`src/rtl/fila_pkg.sv`:
```
// ============================================================================
// fila_pkg : shared FSM state type and default sizes for fila_arbiter
// Revision : 1.0
// ============================================================================
`default_nettype none

package fila_pkg;

   localparam int DEPTH_DEFAULT = 8;
   localparam int W_DEFAULT     = 8;

   typedef enum logic [2:0] {
      IDLE      = 3'd0,
      ISSUE_ENQ = 3'd1,
      ISSUE_DEQ = 3'd2,
      WAIT      = 3'd3,
      DONE_DEQ  = 3'd4
   } fila_state_e;

endpackage

`default_nettype wire

```
`src/rtl/fila_arbiter_rr_arb2.sv`:
```
// ============================================================================
// rr_arb2 : two-way round-robin arbiter, requester 0 favoured after reset
// Revision : 1.0
// ============================================================================
`default_nettype none

module rr_arb2 (
   input  logic       clk,
   input  logic       rst,
   input  logic [1:0] req,
   input  logic       advance,
   output logic [1:0] gnt
);

   // ptr == 0 means requester 0 wins a tie, ptr == 1 means requester 1 wins
   logic ptr;

   always_comb begin
      gnt = 2'b00;
      if (req[0] && (!ptr || !req[1])) begin
         gnt = 2'b01;
      end else if (req[1]) begin
         gnt = 2'b10;
      end
   end

   always_ff @(posedge clk or posedge rst) begin
      if (rst) begin
         ptr <= 1'b0;
      end else if (advance && (gnt != 2'b00)) begin
         ptr <= gnt[0];
      end
   end

endmodule

`default_nettype wire

```
`src/rtl/fila_arbiter.sv`:
```
// ============================================================================
// fila_arbiter : arbitrates two producers and one consumer onto a single queue
// Optional grant/dequeue counters when FILA_ARBITER_STATS_EN is defined.
// Revision : 1.0
// ============================================================================
`default_nettype none

module fila_arbiter
   import fila_pkg::*;
#(
   parameter int DEPTH = DEPTH_DEFAULT,
   parameter int W     = W_DEFAULT
) (
   input  logic         clock_10khz,
   input  logic         reset,
   input  logic         req_a_in,
   input  logic [W-1:0] data_a_in,
   output logic         gnt_a_out,
   input  logic         req_b_in,
   input  logic [W-1:0] data_b_in,
   output logic         gnt_b_out,
   input  logic         deq_req_in,
   output logic         deq_valid_out,
   output logic [W-1:0] deq_data_out,
   output logic         fila_enqueue_out,
   output logic         fila_dequeue_out,
   output logic [W-1:0] fila_data_out,
   input  logic [7:0]   fila_len_in,
   input  logic [W-1:0] fila_data_in,
   output logic         full_out,
   output logic         empty_out
`ifdef FILA_ARBITER_STATS_EN
   ,
   output logic [7:0]   cnt_a_out,
   output logic [7:0]   cnt_b_out,
   output logic [7:0]   cnt_deq_out
`endif
);

   fila_state_e state;
   logic        last_was_enq;
   logic        enq_ok;
   logic        deq_ok;
   logic        pick_enq;
   logic        pick_deq;
   logic        rr_adv;
   logic [1:0]  rr_gnt;

   always_comb begin
      full_out  = (fila_len_in == 8'(DEPTH));
      empty_out = (fila_len_in == 8'd0);
      enq_ok    = (req_a_in | req_b_in) & ~full_out;
      deq_ok    = deq_req_in & ~empty_out;
      // on a tie the op type opposite to the previous one wins
      pick_deq  = deq_ok & (~enq_ok | last_was_enq);
      pick_enq  = enq_ok & ~pick_deq;
      rr_adv    = (state == IDLE) & pick_enq;
   end

   rr_arb2 u_rr (
      .clk     (clock_10khz),
      .rst     (reset),
      .req     ({req_b_in, req_a_in}),
      .advance (rr_adv),
      .gnt     (rr_gnt)
   );

   always_ff @(posedge clock_10khz or posedge reset) begin
      if (reset) begin
         state            <= IDLE;
         last_was_enq     <= 1'b1;
         gnt_a_out        <= 1'b0;
         gnt_b_out        <= 1'b0;
         fila_enqueue_out <= 1'b0;
         fila_dequeue_out <= 1'b0;
         fila_data_out    <= '0;
         deq_valid_out    <= 1'b0;
         deq_data_out     <= '0;
      end else begin
         gnt_a_out        <= 1'b0;
         gnt_b_out        <= 1'b0;
         fila_enqueue_out <= 1'b0;
         fila_dequeue_out <= 1'b0;
         deq_valid_out    <= 1'b0;
         case (state)
            IDLE: begin
               if (pick_deq) begin
                  state            <= ISSUE_DEQ;
                  fila_dequeue_out <= 1'b1;
                  last_was_enq     <= 1'b0;
               end else if (pick_enq) begin
                  state            <= ISSUE_ENQ;
                  fila_enqueue_out <= 1'b1;
                  gnt_a_out        <= rr_gnt[0];
                  gnt_b_out        <= rr_gnt[1];
                  fila_data_out    <= rr_gnt[1] ? data_b_in : data_a_in;
                  last_was_enq     <= 1'b1;
               end
            end
            ISSUE_ENQ, ISSUE_DEQ: state <= WAIT;
            // last_was_enq doubles as "operation in flight was an enqueue"
            WAIT:     state <= last_was_enq ? IDLE : DONE_DEQ;
            DONE_DEQ: begin
               deq_data_out  <= fila_data_in;
               deq_valid_out <= 1'b1;
               state         <= IDLE;
            end
            default:  state <= IDLE;
         endcase
      end
   end

`ifdef FILA_ARBITER_STATS_EN
   always_ff @(posedge clock_10khz or posedge reset) begin
      if (reset) begin
         cnt_a_out   <= 8'd0;
         cnt_b_out   <= 8'd0;
         cnt_deq_out <= 8'd0;
      end else begin
         if (gnt_a_out && (cnt_a_out != 8'hFF)) cnt_a_out <= cnt_a_out + 8'd1;
         if (gnt_b_out && (cnt_b_out != 8'hFF)) cnt_b_out <= cnt_b_out + 8'd1;
         if (fila_dequeue_out && (cnt_deq_out != 8'hFF)) cnt_deq_out <= cnt_deq_out + 8'd1;
      end
   end
`endif

endmodule

`default_nettype wire

```
`config.mk`:
```
export PLATFORM = sky130hd
export DESIGN_NAME = fila_arbiter
export DESIGN_NICKNAME = d
export VERILOG_FILES = /design/src/rtl/fila_pkg.sv /design/src/rtl/fila_arbiter_rr_arb2.sv /design/src/rtl/fila_arbiter.sv
export SDC_FILE = /design/constraint.sdc
export NUM_CORES = 1
export LEC_CHECK = 0
export CORE_ASPECT_RATIO = 0.7
export CORE_UTILIZATION = 42
export DETAILED_ROUTE_END_ITERATION = 12
export GPL_TIMING_DRIVEN = 0
export HOLD_SLACK_MARGIN = 0.06
export MAX_ROUTING_LAYER = met4
export PLACE_DENSITY = 0.84
export SYNTH_ARGS = -nofsm -noshare
export SYNTH_HDL_FRONTEND = slang
export SYNTH_SLANG_ARGS = --single-unit
export TNS_END_PERCENT = 30
```
`constraint.sdc`:
```
create_clock -name clock_10khz -period 5.6 [get_ports clock_10khz]
set_clock_uncertainty 0.2 [all_clocks]
set_input_delay 1.12 -clock clock_10khz [delete_from_list [all_inputs] [get_ports clock_10khz]]
set_output_delay 1.12 -clock clock_10khz [all_outputs]
set_load 0.01 [all_outputs]
```
==> metrics list <==
- The run finished with clean final reports.
- Number of nets produced by synthesis: 122
- During placement, the flow inserted port buffers numbering 59.
- For this run, the total global-route usage over all layers was measured as 20.45%.
- Critical path peak fanout: 2
- Type of the setup path with the least slack: input port to primary output
- Across the VDD grid, the largest voltage drop is 253.6 uV.
* CTS Hold Buffers Added: 0
- Layout cells sized above 1: 22.30%
- # H-tree levels: 1
* Total overflow reported by the global router: 0
* Combinational Power Share: 42.5%
- Setup repair after global routing left no endpoint under its margin.
- Number of cells on the critical path: 4
- The die is 46.02 um tall.
- Leaving out filler cells and counting taps, the final layout contains 182.
- Leakage power total: 0.8109 nW
- Summed over all nets, the switching power comes to 0.0002384 W.
* P&R area growth vs syn: 60.60%
- Using the TritonRoute via totals, the vias-per-cell ratio works out to 5.148.
- After routing, the total negative slack on setup checks comes to 0 ns.
- Of all cell types, the one taking the most synthesized area is sky130_fd_sc_hd__dfrtp_1.
- Post-Synthesis Cell Area: 1162 um^2
- Max-slew violation count: 0
- The count of nets left with antenna violations once routing finished came out at 0.
- Arrival time of the worst setup path: 2.89 ns
- After filler insertion, the fill cell instance count of the layout stands at 173.
- Traced cell by cell, the critical path runs through clkdlybuf4s50_1 -> or4_4 -> nor3_1 -> clkdlybuf4s50_1.
* Destination of the worst register-to-register timing path: fila_data_out[6]
* Worst r2r path cells: 3
* Finished Core Util: 73.68%
* Detailed Place HPWL: 2.108 mm
- Post-CTS repair timing setup buffer count: 0
- Router iterations before antenna repair: 4
- Counting the buffers created by CTS gives 3.
- Post-CTS repair changed the size of 0 cells.
* Met2 wirelength from detailed routing: 1.408 mm
* Met3 wirelength from detailed routing: 189 um
* Count of unique library cells instantiated by Yosys: 25
- For flop-to-flop paths, the worst setup slack is 3.58 ns.
* Number of cells in the design after placement: 178
* Antenna violations before repair: 0
* Required time of the critical path: 4.28 ns
- Most frequent cells after synthesis: sky130_fd_sc_hd__dfrtp_1 (25), sky130_fd_sc_hd__mux2_2 (18), sky130_fd_sc_hd__mux2_4 (6)
- Library cell with the highest instance count after synthesis: sky130_fd_sc_hd__dfrtp_1
* Worst-case clock buffer depth: 2
* Tmin final: 4.207 ns
* Number of maximum-capacitance violations: 0
- Timing analysis after detailed placement gives a worst setup slack of 1.417 ns.
* Starting density of the core: 45.88%
* Share of synthesized area occupied by flip-flops and latches: 56.08%
* End of the critical path: empty_out
- CP startpoint kind: input port
* Slew Limit Headroom: 37.23%
* TritonCTS clock tree: done
* Routed WL per cell: 14.93 um
- Routability-driven placement finished with a final weighted congestion of 0.7393.
- Number of I/O pins: 60
- Clock-pin slew was measured on the worst setup and hold paths at 0.08 ns.
- The number of global-route vias before repair came to 883.
- Final layout net count: 186
- Number of synthesized flops with an enable pin: 0
- Core region area: 2534 um^2
* Die area: 2985 um^2
- Category of cells accounting for the largest share of critical-path delay: buffers and inverters
* Int Pwr: 0.0005912 W
* DRT Wirelength: 2.718 mm
- The die is 64.88 um wide.
* CTS sink cnt: 26
* Wire length on met1: 1.089 mm
* Worst hold slack after final layout: 0.3033 ns
* Share of total power in the clock network: 18.5%
* Power per Cell Area: 444.4 nW/um^2
- Most used DFF post-synth: sky130_fd_sc_hd__dfrtp_1
- The cell that appears most often on the critical path is sky130_fd_sc_hd__clkdlybuf4s50_1.
- In the finished design, the share of the clock period the worst path needs comes to 75.12%.
* Sequential cell area: 651.9 um^2
- The number of buffers and inverters on the critical path is 2.
- For this block, the via count after detailed routing is 937.
* Highest Signal Layer: met4
- Highest clock frequency the design can meet: 0.2377 GHz
- The Yosys step of the flow raised 0 warnings.
* Path category of the worst min-delay check: flop to flop
- In the routed design, unresolved DRC markers number 0.
- Pin count of the biggest net entering global routing: 27
- Worst reg2reg path startpoint: u_rr.ptr
- Share of the synthesized area in the top cell type: 53.82%
- The hold violation count in the final report is 0.
* Critical path endpoint category: primary output
* Gate count after technology mapping: 85
- Setup violations remaining at the end of the flow were counted as 0.
- For the pin with the worst max-slew slack, the measured transition is 0.9406 ns.
- Antenna diode count: 0
- Critical Path Max Stage Delay: 0.57 ns
- The later pin in the worst-skew pair is clocked with a latency of 0.27 ns.
- Number of rows created at floorplan: 15
- In the final layout, the multi-input gates occupy 476.7 um^2.
- Among all stages on the critical path, the largest delay is contributed by sky130_fd_sc_hd__or4_4.
- The first global-routing pass estimated 4.264 mm of wire.
- The most critical setup path has its startpoint at fila_len_in[5].
- Fraction of power consumed by sequential logic: 39.0%
- Avg Inst Size Synth: 13.67 um^2
- Synth Register Bits: 26
* Fraction of power spent switching nets: 28.74%
- Slack of the critical path: 1.393 ns
* Asr flop ratio synth: 100.0%
* Leading cell types by total area after synthesis: sky130_fd_sc_hd__dfrtp_1 (54%), sky130_fd_sc_hd__mux2_2 (17%), sky130_fd_sc_hd__mux2_4 (7.8%), sky130_fd_sc_hd__dfstp_2 (2.3%), sky130_fd_sc_hd__o221ai_4 (2.3%)
* CTS Root Buffer Type: sky130_fd_sc_hd__clkbuf_8
- For this block, the initial DRC count from the detailed router was 12.
==> worst min path at each step <==
stage	cells after the start	to	slack, ns	start
4_1_cts	1	state[2]	0.30	state[2]
6_report	1	state[2]	0.30	state[2]
3_3_place_gp	1	state[2]	0.27	state[2]
2_1_floorplan	1	state[2]	0.25	state[2]
5_1_grt	1	state[2]	0.32	state[2]
3_5_place_dp	1	state[2]	0.29	state[2]
==> per-stage QoR <==
step                      total power [W]  instance area [um^2]
final                           0.0008296                  1867
after global routing            0.0008750                  1867
after CTS                       0.0008353                  1867
after detailed placement        0.0006781                  1795
after global placement          0.0006583                  1795
after floorplan                 0.0004912                  1162
==> power by group through the flow <==
stage	Sequential, W	Combinational [W]	Clock, W
floorplan	0.000347	0.000145	0
global placement	0.000316	0.000342	0
detailed placement	0.000325	0.000353	0
CTS	0.000323	0.000356	0.000156
global route	0.000333	0.000377	0.000164
finish	0.000324	0.000352	0.000154
==> registers in the layout, indices dropped and copies added, names as in the netlist <==
register          flops
gnt_a_out             1
deq_data_out          8
fila_enqueue_out      1
state                 3
last_was_enq          1
fila_dequeue_out      1
fila_data_out         8
gnt_b_out             1
deq_valid_out         1
u_rr.ptr              1
==> metal layers <==
metal  vias to the layer above  track usage, %
met3                         4           6.000
met2                        42           35.42
met5                         -               -
met1                       461           23.74
met4                         0           4.889
li1                        430               -
==> placed cells by master, fill, tap and decap left out, types with 3 or more instances in the layout <==
cell,n
sky130_fd_sc_hd__nand2_1,4
sky130_fd_sc_hd__inv_1,5
sky130_fd_sc_hd__mux2_2,18
sky130_fd_sc_hd__clkdlybuf4s50_1,59
sky130_fd_sc_hd__clkbuf_8,3
sky130_fd_sc_hd__mux2_4,6
sky130_fd_sc_hd__dfrtp_1,25
sky130_fd_sc_hd__nor2_1,5
==> layout make-up <==
class                   count  area share, %
flip-flops and latches     26          34.92
repair buffers             59          31.64
multi-input cells          52          25.54
well taps                  34          2.279
clock buffers               3          2.212
clock inverters             1          1.609
inverters                   5          1.005
plain buffers               2         0.8043
==> cell families (layout without fill, tap and decap cells) <==
group / after synthesis / count (layout) / synth area share [%]
flops: 26 / 26 / 56.08
mux: 25 / 25 / 26.05
simple gates: 21 / 21 / 10.12
buf+inv: 7 / 70 / 2.906
compound gates: 6 / 6 / 4.844
==> worst register-to-register path: cells and delay by family, from the launching register on <==
family | cells | cell delay, ns
flops | 1 | 0.41
compound gates | 1 | 0.60
mux | 2 | 0.70
Power figures use the tool's default switching activity.
